**src/rtl/mips_pkg.sv**
```systemverilog
// ============================================================================
// Module      : mips_pkg
// Description : Shared MIPS decode definitions: opcode constants, the
//               immediate-extension mode and decode-controller state enums,
//               and small per-opcode classification helpers.
// Revision    : 1.0 - initial release
// ============================================================================
`default_nettype none

package mips_pkg;

    localparam logic [5:0] OP_RTYPE = 6'h00;
    localparam logic [5:0] OP_ADDI  = 6'h08;
    localparam logic [5:0] OP_ANDI  = 6'h0C;
    localparam logic [5:0] OP_ORI   = 6'h0D;
    localparam logic [5:0] OP_XORI  = 6'h0E;
    localparam logic [5:0] OP_LUI   = 6'h0F;
    localparam logic [5:0] OP_LW    = 6'h23;
    localparam logic [5:0] OP_SW    = 6'h2B;
    localparam logic [5:0] OP_BEQ   = 6'h04;
    localparam logic [5:0] OP_BNE   = 6'h05;

    typedef enum logic [1:0] {
        EXT_SIGN = 2'd0,
        EXT_ZERO = 2'd1,
        EXT_LUI  = 2'd2
    } ext_mode_t;

    typedef enum logic [1:0] {
        RUN   = 2'd0,
        STALL = 2'd1,
        FLUSH = 2'd2
    } decode_state_t;

    // Logical immediates are zero-extended, lui shifts, everything else
    // (arithmetic, loads/stores, branch offsets) is sign-extended.
    function automatic ext_mode_t ext_mode_of(input logic [5:0] op);
        ext_mode_t m;
        case (op)
            OP_ANDI, OP_ORI, OP_XORI: m = EXT_ZERO;
            OP_LUI:                   m = EXT_LUI;
            default:                  m = EXT_SIGN;
        endcase
        return m;
    endfunction

    function automatic logic is_reg_write(input logic [5:0] op);
        logic w;
        case (op)
            OP_RTYPE, OP_ADDI, OP_ANDI, OP_ORI,
            OP_XORI, OP_LUI, OP_LW:  w = 1'b1;
            default:                 w = 1'b0;
        endcase
        return w;
    endfunction

    // Opcodes that read rt as a source operand (rather than writing it).
    function automatic logic is_rt_src(input logic [5:0] op);
        logic s;
        case (op)
            OP_RTYPE, OP_SW, OP_BEQ, OP_BNE: s = 1'b1;
            default:                         s = 1'b0;
        endcase
        return s;
    endfunction

endpackage

`default_nettype wire

```
**src/rtl/decode_stage_controller_if.sv**
```systemverilog
// ============================================================================
// Module      : decode_stage_controller_if
// Description : Bundle between IF/ID, the decode controller and ID/EX.
//               master : fetch/execute side (drives instruction, valid,
//                        branch_taken; observes controls and ID/EX fields)
//               slave  : the decode stage controller
// Revision    : 1.0 - initial release
// ============================================================================
`default_nettype none

interface decode_stage_controller_if #(
    parameter int CNT_W = 16
);
    logic              instr_valid;
    logic [31:0]       instruction;
    logic              branch_taken;
    logic              pc_write;
    logic              ifid_write;
    logic              idex_valid;
    logic [31:0]       idex_imm;
    logic [4:0]        idex_rs;
    logic [4:0]        idex_rt;
    logic [4:0]        idex_rd;
    logic              idex_mem_read;
    logic              idex_reg_write;
    logic [CNT_W-1:0]  event_count;

    modport master (
        output instr_valid, instruction, branch_taken,
        input  pc_write, ifid_write, idex_valid, idex_imm,
               idex_rs, idex_rt, idex_rd, idex_mem_read,
               idex_reg_write, event_count
    );

    modport slave (
        input  instr_valid, instruction, branch_taken,
        output pc_write, ifid_write, idex_valid, idex_imm,
               idex_rs, idex_rt, idex_rd, idex_mem_read,
               idex_reg_write, event_count
    );
endinterface

`default_nettype wire

```
**src/rtl/decode_stage_controller_imm_extender.sv**
```systemverilog
// ============================================================================
// Module      : imm_extender
// Description : Combinational 16->32 bit immediate extension.
//   imm16_i    : raw instruction immediate
//   ext_mode_i : EXT_SIGN / EXT_ZERO / EXT_LUI
//   imm32_o    : extended immediate
// Revision    : 1.0 - initial release
// ============================================================================
`default_nettype none

module imm_extender
    import mips_pkg::*;
(
    input  logic [15:0] imm16_i,
    input  ext_mode_t   ext_mode_i,
    output logic [31:0] imm32_o
);

    always_comb begin
        imm32_o = {{16{imm16_i[15]}}, imm16_i};
        case (ext_mode_i)
            EXT_ZERO: imm32_o = {16'h0000, imm16_i};
            EXT_LUI:  imm32_o = {imm16_i, 16'h0000};
            default:  imm32_o = {{16{imm16_i[15]}}, imm16_i};
        endcase
    end

endmodule

`default_nettype wire

```
**src/rtl/decode_stage_controller.sv**
```systemverilog
// ============================================================================
// Module      : decode_stage_controller
// Description : MIPS decode-stage sequencing. Decodes the IF/ID word into the
//               registered ID/EX fields, stalls one cycle on a load-use
//               hazard and squashes decode for 1+FLUSH_CYCLES cycles on a
//               taken branch. Counts inserted bubbles (saturating).
//   clk, rst_n : clock, asynchronous active-low reset
//   dec        : slave side of decode_stage_controller_if
//                (instr_valid/instruction/branch_taken in; pc_write,
//                 ifid_write combinational out; idex_* and event_count
//                 registered out)
//   FLUSH_CYCLES (0..7) : bubbles after the branch cycle's own squash
//   CNT_W               : event counter width
// Revision    : 1.0 - initial release
// ============================================================================
`default_nettype none

module decode_stage_controller
    import mips_pkg::*;
#(
    parameter int FLUSH_CYCLES = 1,
    parameter int CNT_W        = 16
) (
    input  logic                       clk,
    input  logic                       rst_n,
    decode_stage_controller_if.slave   dec
);

    localparam logic [2:0] c_FC_INIT =
        (FLUSH_CYCLES > 0) ? 3'(FLUSH_CYCLES - 1) : 3'd0;
    localparam logic       c_HAS_FLUSH = (FLUSH_CYCLES > 0);

    // ------------------------------------------------------------------
    // Field decode
    // ------------------------------------------------------------------
    logic [5:0]  op;
    logic [4:0]  rs, rt, rd;
    logic [15:0] imm16;
    logic [31:0] imm_ext;
    ext_mode_t   ext_mode;

    assign op       = dec.instruction[31:26];
    assign rs       = dec.instruction[25:21];
    assign rt       = dec.instruction[20:16];
    assign rd       = dec.instruction[15:11];
    assign imm16    = dec.instruction[15:0];
    assign ext_mode = ext_mode_of(op);

    imm_extender u_imm_extender (
        .imm16_i    (imm16),
        .ext_mode_i (ext_mode),
        .imm32_o    (imm_ext)
    );

    // ------------------------------------------------------------------
    // ID/EX registers
    // ------------------------------------------------------------------
    logic              idex_valid_q, idex_valid_d;
    logic [31:0]       idex_imm_q,   idex_imm_d;
    logic [4:0]        idex_rs_q,    idex_rs_d;
    logic [4:0]        idex_rt_q,    idex_rt_d;
    logic [4:0]        idex_rd_q,    idex_rd_d;
    logic              idex_mem_read_q,  idex_mem_read_d;
    logic              idex_reg_write_q, idex_reg_write_d;
    logic [CNT_W-1:0]  event_count_q, event_count_d;

    // ------------------------------------------------------------------
    // Load-use hazard: the load in ID/EX writes a register the instruction
    // in IF/ID is about to read. r0 never carries a dependency.
    // ------------------------------------------------------------------
    logic hazard;

    assign hazard = dec.instr_valid && idex_valid_q && idex_mem_read_q &&
                    (idex_rt_q != 5'd0) &&
                    ((idex_rt_q == rs) || ((idex_rt_q == rt) && is_rt_src(op)));

    // ------------------------------------------------------------------
    // FSM: state register
    // ------------------------------------------------------------------
    decode_state_t state_q, state_d;
    logic [2:0]    fc_q, fc_d;

    always_ff @(posedge clk or negedge rst_n) begin
        if (!rst_n) begin
            state_q <= RUN;
            fc_q    <= 3'd0;
        end else begin
            state_q <= state_d;
            fc_q    <= fc_d;
        end
    end

    // ------------------------------------------------------------------
    // FSM: next state
    // ------------------------------------------------------------------
    always_comb begin
        state_d = state_q;
        fc_d    = fc_q;
        case (state_q)
            RUN: begin
                if (dec.branch_taken) begin
                    if (c_HAS_FLUSH) begin
                        state_d = FLUSH;
                        fc_d    = c_FC_INIT;
                    end else begin
                        state_d = RUN;
                    end
                end else if (hazard) begin
                    state_d = STALL;
                end else begin
                    state_d = RUN;
                end
            end
            STALL: begin
                // The bubble just inserted clears idex_valid, so no second
                // stall is possible here.
                if (dec.branch_taken && c_HAS_FLUSH) begin
                    state_d = FLUSH;
                    fc_d    = c_FC_INIT;
                end else begin
                    state_d = RUN;
                end
            end
            FLUSH: begin
                if (dec.branch_taken) begin
                    fc_d = c_FC_INIT;
                end else if (fc_q == 3'd0) begin
                    state_d = RUN;
                end else begin
                    fc_d = fc_q - 3'd1;
                end
            end
            default: begin
                state_d = RUN;
                fc_d    = 3'd0;
            end
        endcase
    end

    // ------------------------------------------------------------------
    // FSM: outputs. Exactly one of load/bubble is asserted every cycle.
    // ------------------------------------------------------------------
    logic load, bubble, advance;

    always_comb begin
        load    = 1'b0;
        bubble  = 1'b0;
        advance = 1'b1;
        case (state_q)
            RUN: begin
                if (dec.branch_taken) begin
                    bubble = 1'b1;
                end else if (hazard) begin
                    bubble  = 1'b1;
                    advance = 1'b0;
                end else begin
                    load = 1'b1;
                end
            end
            STALL: begin
                if (dec.branch_taken) begin
                    bubble = 1'b1;
                end else begin
                    load = 1'b1;
                end
            end
            FLUSH:   bubble = 1'b1;
            default: bubble = 1'b1;
        endcase
    end

    assign dec.pc_write   = advance;
    assign dec.ifid_write = advance;

    // ------------------------------------------------------------------
    // ID/EX next values. A bubble clears only the control bits; the data
    // fields keep their previous contents.
    // ------------------------------------------------------------------
    always_comb begin
        idex_valid_d     = idex_valid_q;
        idex_imm_d       = idex_imm_q;
        idex_rs_d        = idex_rs_q;
        idex_rt_d        = idex_rt_q;
        idex_rd_d        = idex_rd_q;
        idex_mem_read_d  = idex_mem_read_q;
        idex_reg_write_d = idex_reg_write_q;
        event_count_d    = event_count_q;

        if (load) begin
            idex_valid_d     = dec.instr_valid;
            idex_imm_d       = imm_ext;
            idex_rs_d        = rs;
            idex_rt_d        = rt;
            idex_rd_d        = rd;
            // Controls of an invalid word must not leak into EX.
            idex_mem_read_d  = dec.instr_valid && (op == OP_LW);
            idex_reg_write_d = dec.instr_valid && is_reg_write(op);
        end else if (bubble) begin
            idex_valid_d     = 1'b0;
            idex_mem_read_d  = 1'b0;
            idex_reg_write_d = 1'b0;
        end

        if (bubble && (event_count_q != {CNT_W{1'b1}})) begin
            event_count_d = event_count_q + 1'b1;
        end
    end

    always_ff @(posedge clk or negedge rst_n) begin
        if (!rst_n) begin
            idex_valid_q     <= 1'b0;
            idex_imm_q       <= 32'h0;
            idex_rs_q        <= 5'd0;
            idex_rt_q        <= 5'd0;
            idex_rd_q        <= 5'd0;
            idex_mem_read_q  <= 1'b0;
            idex_reg_write_q <= 1'b0;
            event_count_q    <= '0;
        end else begin
            idex_valid_q     <= idex_valid_d;
            idex_imm_q       <= idex_imm_d;
            idex_rs_q        <= idex_rs_d;
            idex_rt_q        <= idex_rt_d;
            idex_rd_q        <= idex_rd_d;
            idex_mem_read_q  <= idex_mem_read_d;
            idex_reg_write_q <= idex_reg_write_d;
            event_count_q    <= event_count_d;
        end
    end

    assign dec.idex_valid     = idex_valid_q;
    assign dec.idex_imm       = idex_imm_q;
    assign dec.idex_rs        = idex_rs_q;
    assign dec.idex_rt        = idex_rt_q;
    assign dec.idex_rd        = idex_rd_q;
    assign dec.idex_mem_read  = idex_mem_read_q;
    assign dec.idex_reg_write = idex_reg_write_q;
    assign dec.event_count    = event_count_q;

endmodule

`default_nettype wire

```
**src/flat_wrapper.sv**
```systemverilog
// flat-port wrapper written by rule: the top's interface ports become plain ports
module decode_stage_controller_flat import mips_pkg::*;
#(
    parameter int FLUSH_CYCLES = 1,
    parameter int CNT_W        = 16
)
  (clk, rst_n, dec_instr_valid, dec_instruction, dec_branch_taken, dec_pc_write, dec_ifid_write, dec_idex_valid, dec_idex_imm, dec_idex_rs, dec_idex_rt, dec_idex_rd, dec_idex_mem_read, dec_idex_reg_write, dec_event_count);
  decode_stage_controller_if #(.CNT_W(CNT_W)) dec_i ();
  input  logic clk;
  input  logic rst_n;
  input wire logic [$bits(dec_i.instr_valid)-1:0] dec_instr_valid;
  input wire logic [$bits(dec_i.instruction)-1:0] dec_instruction;
  input wire logic [$bits(dec_i.branch_taken)-1:0] dec_branch_taken;
  output wire logic [$bits(dec_i.pc_write)-1:0] dec_pc_write;
  output wire logic [$bits(dec_i.ifid_write)-1:0] dec_ifid_write;
  output wire logic [$bits(dec_i.idex_valid)-1:0] dec_idex_valid;
  output wire logic [$bits(dec_i.idex_imm)-1:0] dec_idex_imm;
  output wire logic [$bits(dec_i.idex_rs)-1:0] dec_idex_rs;
  output wire logic [$bits(dec_i.idex_rt)-1:0] dec_idex_rt;
  output wire logic [$bits(dec_i.idex_rd)-1:0] dec_idex_rd;
  output wire logic [$bits(dec_i.idex_mem_read)-1:0] dec_idex_mem_read;
  output wire logic [$bits(dec_i.idex_reg_write)-1:0] dec_idex_reg_write;
  output wire logic [$bits(dec_i.event_count)-1:0] dec_event_count;
  assign dec_i.instr_valid = dec_instr_valid;
  assign dec_i.instruction = dec_instruction;
  assign dec_i.branch_taken = dec_branch_taken;
  assign dec_pc_write = dec_i.pc_write;
  assign dec_ifid_write = dec_i.ifid_write;
  assign dec_idex_valid = dec_i.idex_valid;
  assign dec_idex_imm = dec_i.idex_imm;
  assign dec_idex_rs = dec_i.idex_rs;
  assign dec_idex_rt = dec_i.idex_rt;
  assign dec_idex_rd = dec_i.idex_rd;
  assign dec_idex_mem_read = dec_i.idex_mem_read;
  assign dec_idex_reg_write = dec_i.idex_reg_write;
  assign dec_event_count = dec_i.event_count;
  decode_stage_controller #(.FLUSH_CYCLES(FLUSH_CYCLES), .CNT_W(CNT_W)) u_core (.clk(clk), .rst_n(rst_n), .dec(dec_i));
endmodule
```
**config.mk**
```make
export PLATFORM = sky130hd
export DESIGN_NAME = decode_stage_controller_flat
export DESIGN_NICKNAME = d
export VERILOG_FILES = /design/src/rtl/mips_pkg.sv /design/src/rtl/decode_stage_controller_if.sv /design/src/rtl/decode_stage_controller_imm_extender.sv /design/src/rtl/decode_stage_controller.sv /design/src/flat_wrapper.sv
export SDC_FILE = /design/constraint.sdc
export NUM_CORES = 1
export LEC_CHECK = 0
export ABC_AREA = 1
export CORE_MARGIN = 2
export CORE_UTILIZATION = 49
export CTS_CLUSTER_DIAMETER = 120
export DETAILED_ROUTE_END_ITERATION = 8
export GPL_TIMING_DRIVEN = 0
export PLACE_DENSITY = 0.81
export SLEW_MARGIN = 20
export SYNTH_ARGS = -nofsm -noshare
export SYNTH_HDL_FRONTEND = slang
export SYNTH_HIERARCHICAL = 1
export SYNTH_SLANG_ARGS = --single-unit
```
**constraint.sdc**
```tcl
create_clock -name clk -period 2.4 [get_ports clk]
set_input_delay 0.6 -clock clk [delete_from_list [all_inputs] [get_ports clk]]
set_output_delay 0.6 -clock clk [all_outputs]
set_load 0.01 [all_outputs]
```
==> results.toml, run 1 <==
[clocking]
cts_buffers = 9
cts_tree = "yes"
cts.reportedPaths.clkPinSlew_ns = 0.07
clock-sinks = 71
cts_buffer_depth = 2
root_buffer = "clkbuf_8"
clock_latency_ns = 0.35
postCtsHoldBufs = 0
cts_htree_levels = 3

[critical_path]
cp_common_cell = "nand3_2"
cp_top_family = "simple AND/OR/NAND/NOR gates"
worst_path_max_delay_cell = "dlygate4sd2_1"
max_stage_delay_ns = 0.27
critical_path_class = "in -> out"
startpoint_type = "input port"
path_cells = "dlygate4sd2_1 -> nor2_2 -> nand3_2 -> nand3_2 -> nand2_1 -> nand2_2 -> nand2_4 -> nor2_4 -> inv_2 -> buf_4 -> buf_6"
required_ns = 1.80
worstPathArrival_ns = 1.82
worstPathMaxFanout = 3
path_buf_inv = 4
endpoint_kind = "primary output"

[routing]
drt-total-wl_um = 10100
route.detailed.drc = 0
wl_per_cell_um = 13.8
first_pass_iters = 5
drt_iter0_drc = 207
vias = 3814
vias_per_cell = 5.22
drtAntennaViolNets = 0

[global_route]
grt_pass1_wl_um = 16700
grt.total_usage_pct = 24.5
globalRouteOverflowTotal = 0
antenna_found_initial = 0
grt_max_degree = 60
grt_pass1_vias = 3607

[die]
rows = 32
core-area_um2 = 7650
die_w_um = 92.2
initial_core_util_pct = 49.8
dieHeight_um = 92.2
ios = 104
die_area_um2 = 8500

[timing]
relSlewSlack_pct = 71.7
setup_viol = 2
slew_violations = 0
worst_pin_slew_ns = 0.424
fin_worst_skew_ns = 0.0118
timing.final.ws_setup_ns = -0.0209
timing.final.crit_share_pct = 101
min_period_ns = 2.42
fmax_ghz = 0.413
hold_viol_final = 0
fin_hold_ws_ns = 0.101

[finish]
syn_to_final_growth_pct = 37.8
n_antenna_cell = 0
drive_gt1_share_pct = 13.4
design_area_um2 = 5250
final_cell_count_no_fill = 730
fin_nets = 664

[placement]
port-buffer-count = 103
hpwl_um = 7420
gp_congestion = 0.924
placed_area_um2 = 4990
dp_cells = 706

[outcome]
status = "complete, but fails checks"
violations = "negative setup slack"

[logic_synthesis]
syn_area_um2 = 3810
ys_types = 28
syn_avg_cell_area_um2 = 7.62
synth_fp_nets = 541
synth_top_area_share_pct = 46.6
synth_seq_area_share_pct = 46.6
yosysWarnings = 6
synth.area.top_cells = "dfrtp_1, nand2_1, nand3_1"
synth.largest_area_cell = "dfrtp_1"
syn_inst = 500
ys_ff_latch = 71

[power_and_ir_drop]
power.static_leakage_nw = 2.71
total_power_mw = 5.21
vdd_drop_max_v = 0.000519
powerDensity_nw_per_um2 = 991

[flow_run]
cap_viol_max_count = 0

[worst_hold_path]
hold_class = "in -> async"
[state kept, by name (all words and copies together) (netlist names)]
signal,cells
u_core/dec.idex_mem_read,1
u_core/fc_q,3
u_core/dec.idex_rd,5
u_core/state_q,2
u_core/dec.idex_rt,5
u_core/dec.idex_rs,5
u_core/dec.idex_valid,1
u_core/dec.idex_imm,32
u_core/dec.idex_reg_write,1
u_core/dec.event_count,16
[layout by cell type, fill, tap and decap left out, types with 2 or more instances in the layout]
master	n
nor2_1	34
o21ai_0	2
nor2_4	3
buf_6	5
clkbuf_8	9
nand3_2	6
dfrtp_2	3
inv_1	42
clkinv_2	5
o21ai_1	4
nor3_1	3
nand3_1	89
clkinvlp_4	2
dfrtp_1	68
nand2_1	171
inv_2	8
buf_2	5
clkbuf_1	4
dlygate4sd2_1	6
xor2_1	9
nand2_2	2
clkdlybuf4s15_1	7
clkdlybuf4s50_1	83
nand4_1	3
ha_1	5
nand2_4	3
clkbuf_2	5
xnor2_1	10
buf_4	18
nor2_2	6
[report_power, final]
group	leakage [nW]	switching, mW	internal [mW]
sequential	0.900	0.378	1.66
combinational	1.72	1.13	1.23
clock	0.0846	0.448	0.365
total	2.71	1.95	3.25
[through the flow]
stage	setup WS, ns	TNS [ns]	utilization (%)
finish	-0.0209	-0.0321	68.7
detailed placement	-0.767	-10.10	65.3
global placement	-1.66	-124.42	65.0
global route	-0.0986	-0.189	68.7
CTS	0.000715	0	68.1
floorplan	0.297	0	-
[final cells by class]
cell class              instances  area (µm²)
inverters                      50         188
repair buffers                112        1090
clock inverters                 7        40.0
well taps                     102         128
multi-input cells             356        1740
flip-flops and latches         71        1780
clock buffers                   9         124
fillers                       625        2390
plain buffers                  23         158
[synth_stat cells, drive strengths merged]
cell / n
nand2: 176
nor2: 43
xor2: 9
o22ai: 1
a21oi: 2
and3: 1
clkbuf: 5
inv: 50
nor3: 4
dfrtp: 71
nand4: 4
o21ai: 6
nand3: 95
xnor2: 10
ha: 5
buf: 18
[cells by family (layout without fill, tap and decap cells)]
kind of cell | count (synthesis) | count (layout) | synth area share (%)
compound gates | 9 | 9 | 1.21
xor+xnor | 19 | 19 | 4.37
fa+ha+maj | 5 | 5 | 1.64
buf+inv | 73 | 201 | 9.06
flops | 71 | 71 | 46.6
simple gates | 323 | 323 | 37.1
[worst paths after layout]
check | from | to | slack, ns | depth (start not counted)
max | dec_instruction[27] | dec_pc_write | -0.02 | 11
min | rst_n | u_core/dec.event_count[3]$_DFFE_PN0P_ | 0.10 | 1
max reg2reg | u_core/dec.idex_rt[2]$_DFFE_PN0P_ | u_core/dec.event_count[6]$_DFFE_PN0P_ | 0.50 | 13
min reg2reg | u_core/dec.idex_imm[10]$_DFFE_PN0P_ | u_core/dec.idex_imm[10]$_DFFE_PN0P_ | 0.47 | 2
max in group asynchronous | rst_n | u_core/dec.idex_rt[2]$_DFFE_PN0P_ | 1.76 | 2
min in group clk | u_core/dec.idex_imm[10]$_DFFE_PN0P_ | u_core/dec.idex_imm[10]$_DFFE_PN0P_ | 0.47 | 2
[metal layers]
metal	wire length (µm)	track usage [%]	vias up
met4	163	8.21	0
met5	0	0	-
met3	760	5.34	19
met1	4090	31.1	1817
met2	5080	41.6	163
li1	-	-	1815
[what timing repair did]
| item | CTS | global route |
|---|---|---|
| setup endpoints to repair | 3 | 13 |
| resized for setup | 37 | 25 |
| pin swaps | 11 | 18 |
| cloned | 0 | 0 |
| setup buffers | 5 | 3 |
Note: power is estimated with default switching activity, not from simulation.
==> run 2, diff against run 1 <==
- CORE_MARGIN: 2 -> not set
- MAX_ROUTING_LAYER: not set -> met4
==> run 2 against run 1 <==
The run now ends clean. Power rose by 4.5%. Largest cell class unchanged. Highest routed layer unchanged. Die area fell by 4.3%. Critical endpoint unchanged. Clock power rose by 32%. Final area rose by 0.86%.
==> results.toml, run 2 (synthesis gave the netlist of run 1 again) <==
[outcome]
status = "complete, no violations"

[routing]
vias = 3748
drt_iter0_drc = 284
drt-total-wl_um = 9810
wl_met1_um = 4150
top_layer = "met4"
wl_met3_um = 659
route.detailed.drc = 0
met2_length_um = 4840
wl_per_cell_um = 13.5
vias_per_cell = 5.15
first_pass_iters = 5
drtAntennaViolNets = 0

[timing]
fin_hold_ws_ns = 0.106
timing.final.crit_share_pct = 97.4
worst_pin_slew_ns = 0.431
rsz0062_at_grt = "yes"
slew_violations = 0
fmax_ghz = 0.428
finalSetupTns_ns = 0
relSlewSlack_pct = 71.3
setup_viol = 0
fin_worst_skew_ns = 0.00568
min_period_ns = 2.34
hold_viol_final = 0

[clocking]
clock_latency_ns = 0.34
clock-sinks = 71
root_buffer = "clkbuf_8"
cts.reportedPaths.clkPinSlew_ns = 0.07
cts_tree = "yes"
cts_buffer_depth = 2
cts_htree_levels = 3
cts_buffers = 9

[placement]
placed_area_um2 = 4990
hpwl_um = 7180
port-buffer-count = 103
gp_congestion = 0.912

[critical_path]
r2r-start = "u_core/dec.event_count[0]$_DFFE_PN0P_"
startpoint_type = "input port"
cp_common_cell = "buf_6"
worstSetupStartpoint = "dec_instruction[26]"
rr_worst_depth = 7
cp_top_family = "simple AND/OR/NAND/NOR gates"
path_buf_inv = 4
r2r_end = "u_core/dec.event_count[6]$_DFFE_PN0P_"
r2r_setup_slack_ns = 0.58
path_cells = "dlygate4sd2_1 -> nor2_1 -> nand3_1 -> nand3_2 -> nand2_1 -> nand2_2 -> nand2_4 -> nor2_4 -> inv_2 -> buf_6 -> buf_6"
critical_path_class = "in -> out"
worst_path_max_delay_cell = "dlygate4sd2_1"
required_ns = 1.80
worstPathMaxFanout = 3
max_stage_delay_ns = 0.25
endpoint_kind = "primary output"
worstPathArrival_ns = 1.74

[finish]
layout_commonest_cell = "nand2_1"
final_cell_mix = "nand2_1, nand3_1, clkdlybuf4s50_1"
n_antenna_cell = 0
fin_nets = 665
largest_reg_flops = 32
syn_to_final_growth_pct = 39.0
design_area_um2 = 5300
drive_gt1_share_pct = 12.2
final_core_util_pct = 71.9

[die]
ios = 104
die_w_um = 90.2
dieHeight_um = 90.2
core-area_um2 = 7370
initial_core_util_pct = 51.7
die_area_um2 = 8130
rows = 31

[global_route]
antenna_found_initial = 0
grt.total_usage_pct = 26.0
grt_pass1_vias = 3598
globalRouteOverflowTotal = 0
grt_max_degree = 59
grt_pass1_wl_um = 16600

[flow_run]
cap_viol_max_count = 0

[power_and_ir_drop]
power.static_leakage_nw = 2.75
powerDensity_nw_per_um2 = 1030
vdd_drop_max_v = 0.000700
total_power_mw = 5.44

[worst_hold_path]
hold_class = "in -> async"
## run 2: layout make-up
| class | instances | area, µm² |
|---|---|---|
| fillers | 578 | 2070 |
| flip-flops and latches | 71 | 1780 |
| multi-input cells | 356 | 1720 |
| repair buffers | 113 | 1100 |
| inverters | 50 | 188 |
| plain buffers | 23 | 161 |
| clock buffers | 13 | 159 |
| well taps | 99 | 124 |
| clock inverters | 3 | 65.1 |
## run 2: worst max-delay path by stage
stage                                    endpoint  cells after the start
4_1_cts                              dec_pc_write                     12
6_report                             dec_pc_write                     11
2_1_floorplan                        dec_pc_write                      9
5_1_grt                              dec_pc_write                     12
3_5_place_dp                         dec_pc_write                     12
3_3_place_gp   u_core/dec.idex_imm[4]$_DFFE_PN0P_                      1
## run 2: where the power goes
group	switching [mW]	leakage (nW)	internal (mW)	total (mW)
clock	0.431	0.114	0.642	1.07
sequential	0.385	0.900	1.66	2.05
combinational	1.10	1.73	1.22	2.32
total	1.92	2.75	3.52	5.44
## run 2: what timing repair did
action / CTS / global route
buffers inserted: 6 / 3
resized for setup: 36 / 21
hold buffers: 0 / 0
endpoints found under the hold margin: 0 / 0
setup endpoints to repair: 3 / 7
pin swaps: 17 / 16
## run 2: metrics by stage
step	setup slack, ns	std cells
final	0.0621	728
after CTS	0.00382	725
after global placement	-1.65	702
after detailed placement	-0.755	703
after global routing	-0.00204	728
after floorplan	0.297	500
## run 2: routing by layer
metal  vias to the layer above  track usage (%)
met1                      1790             33.0
li1                       1810                -
met3                        18             4.31
met4                         0             9.41
met5                         -                -
met2                       130             42.0
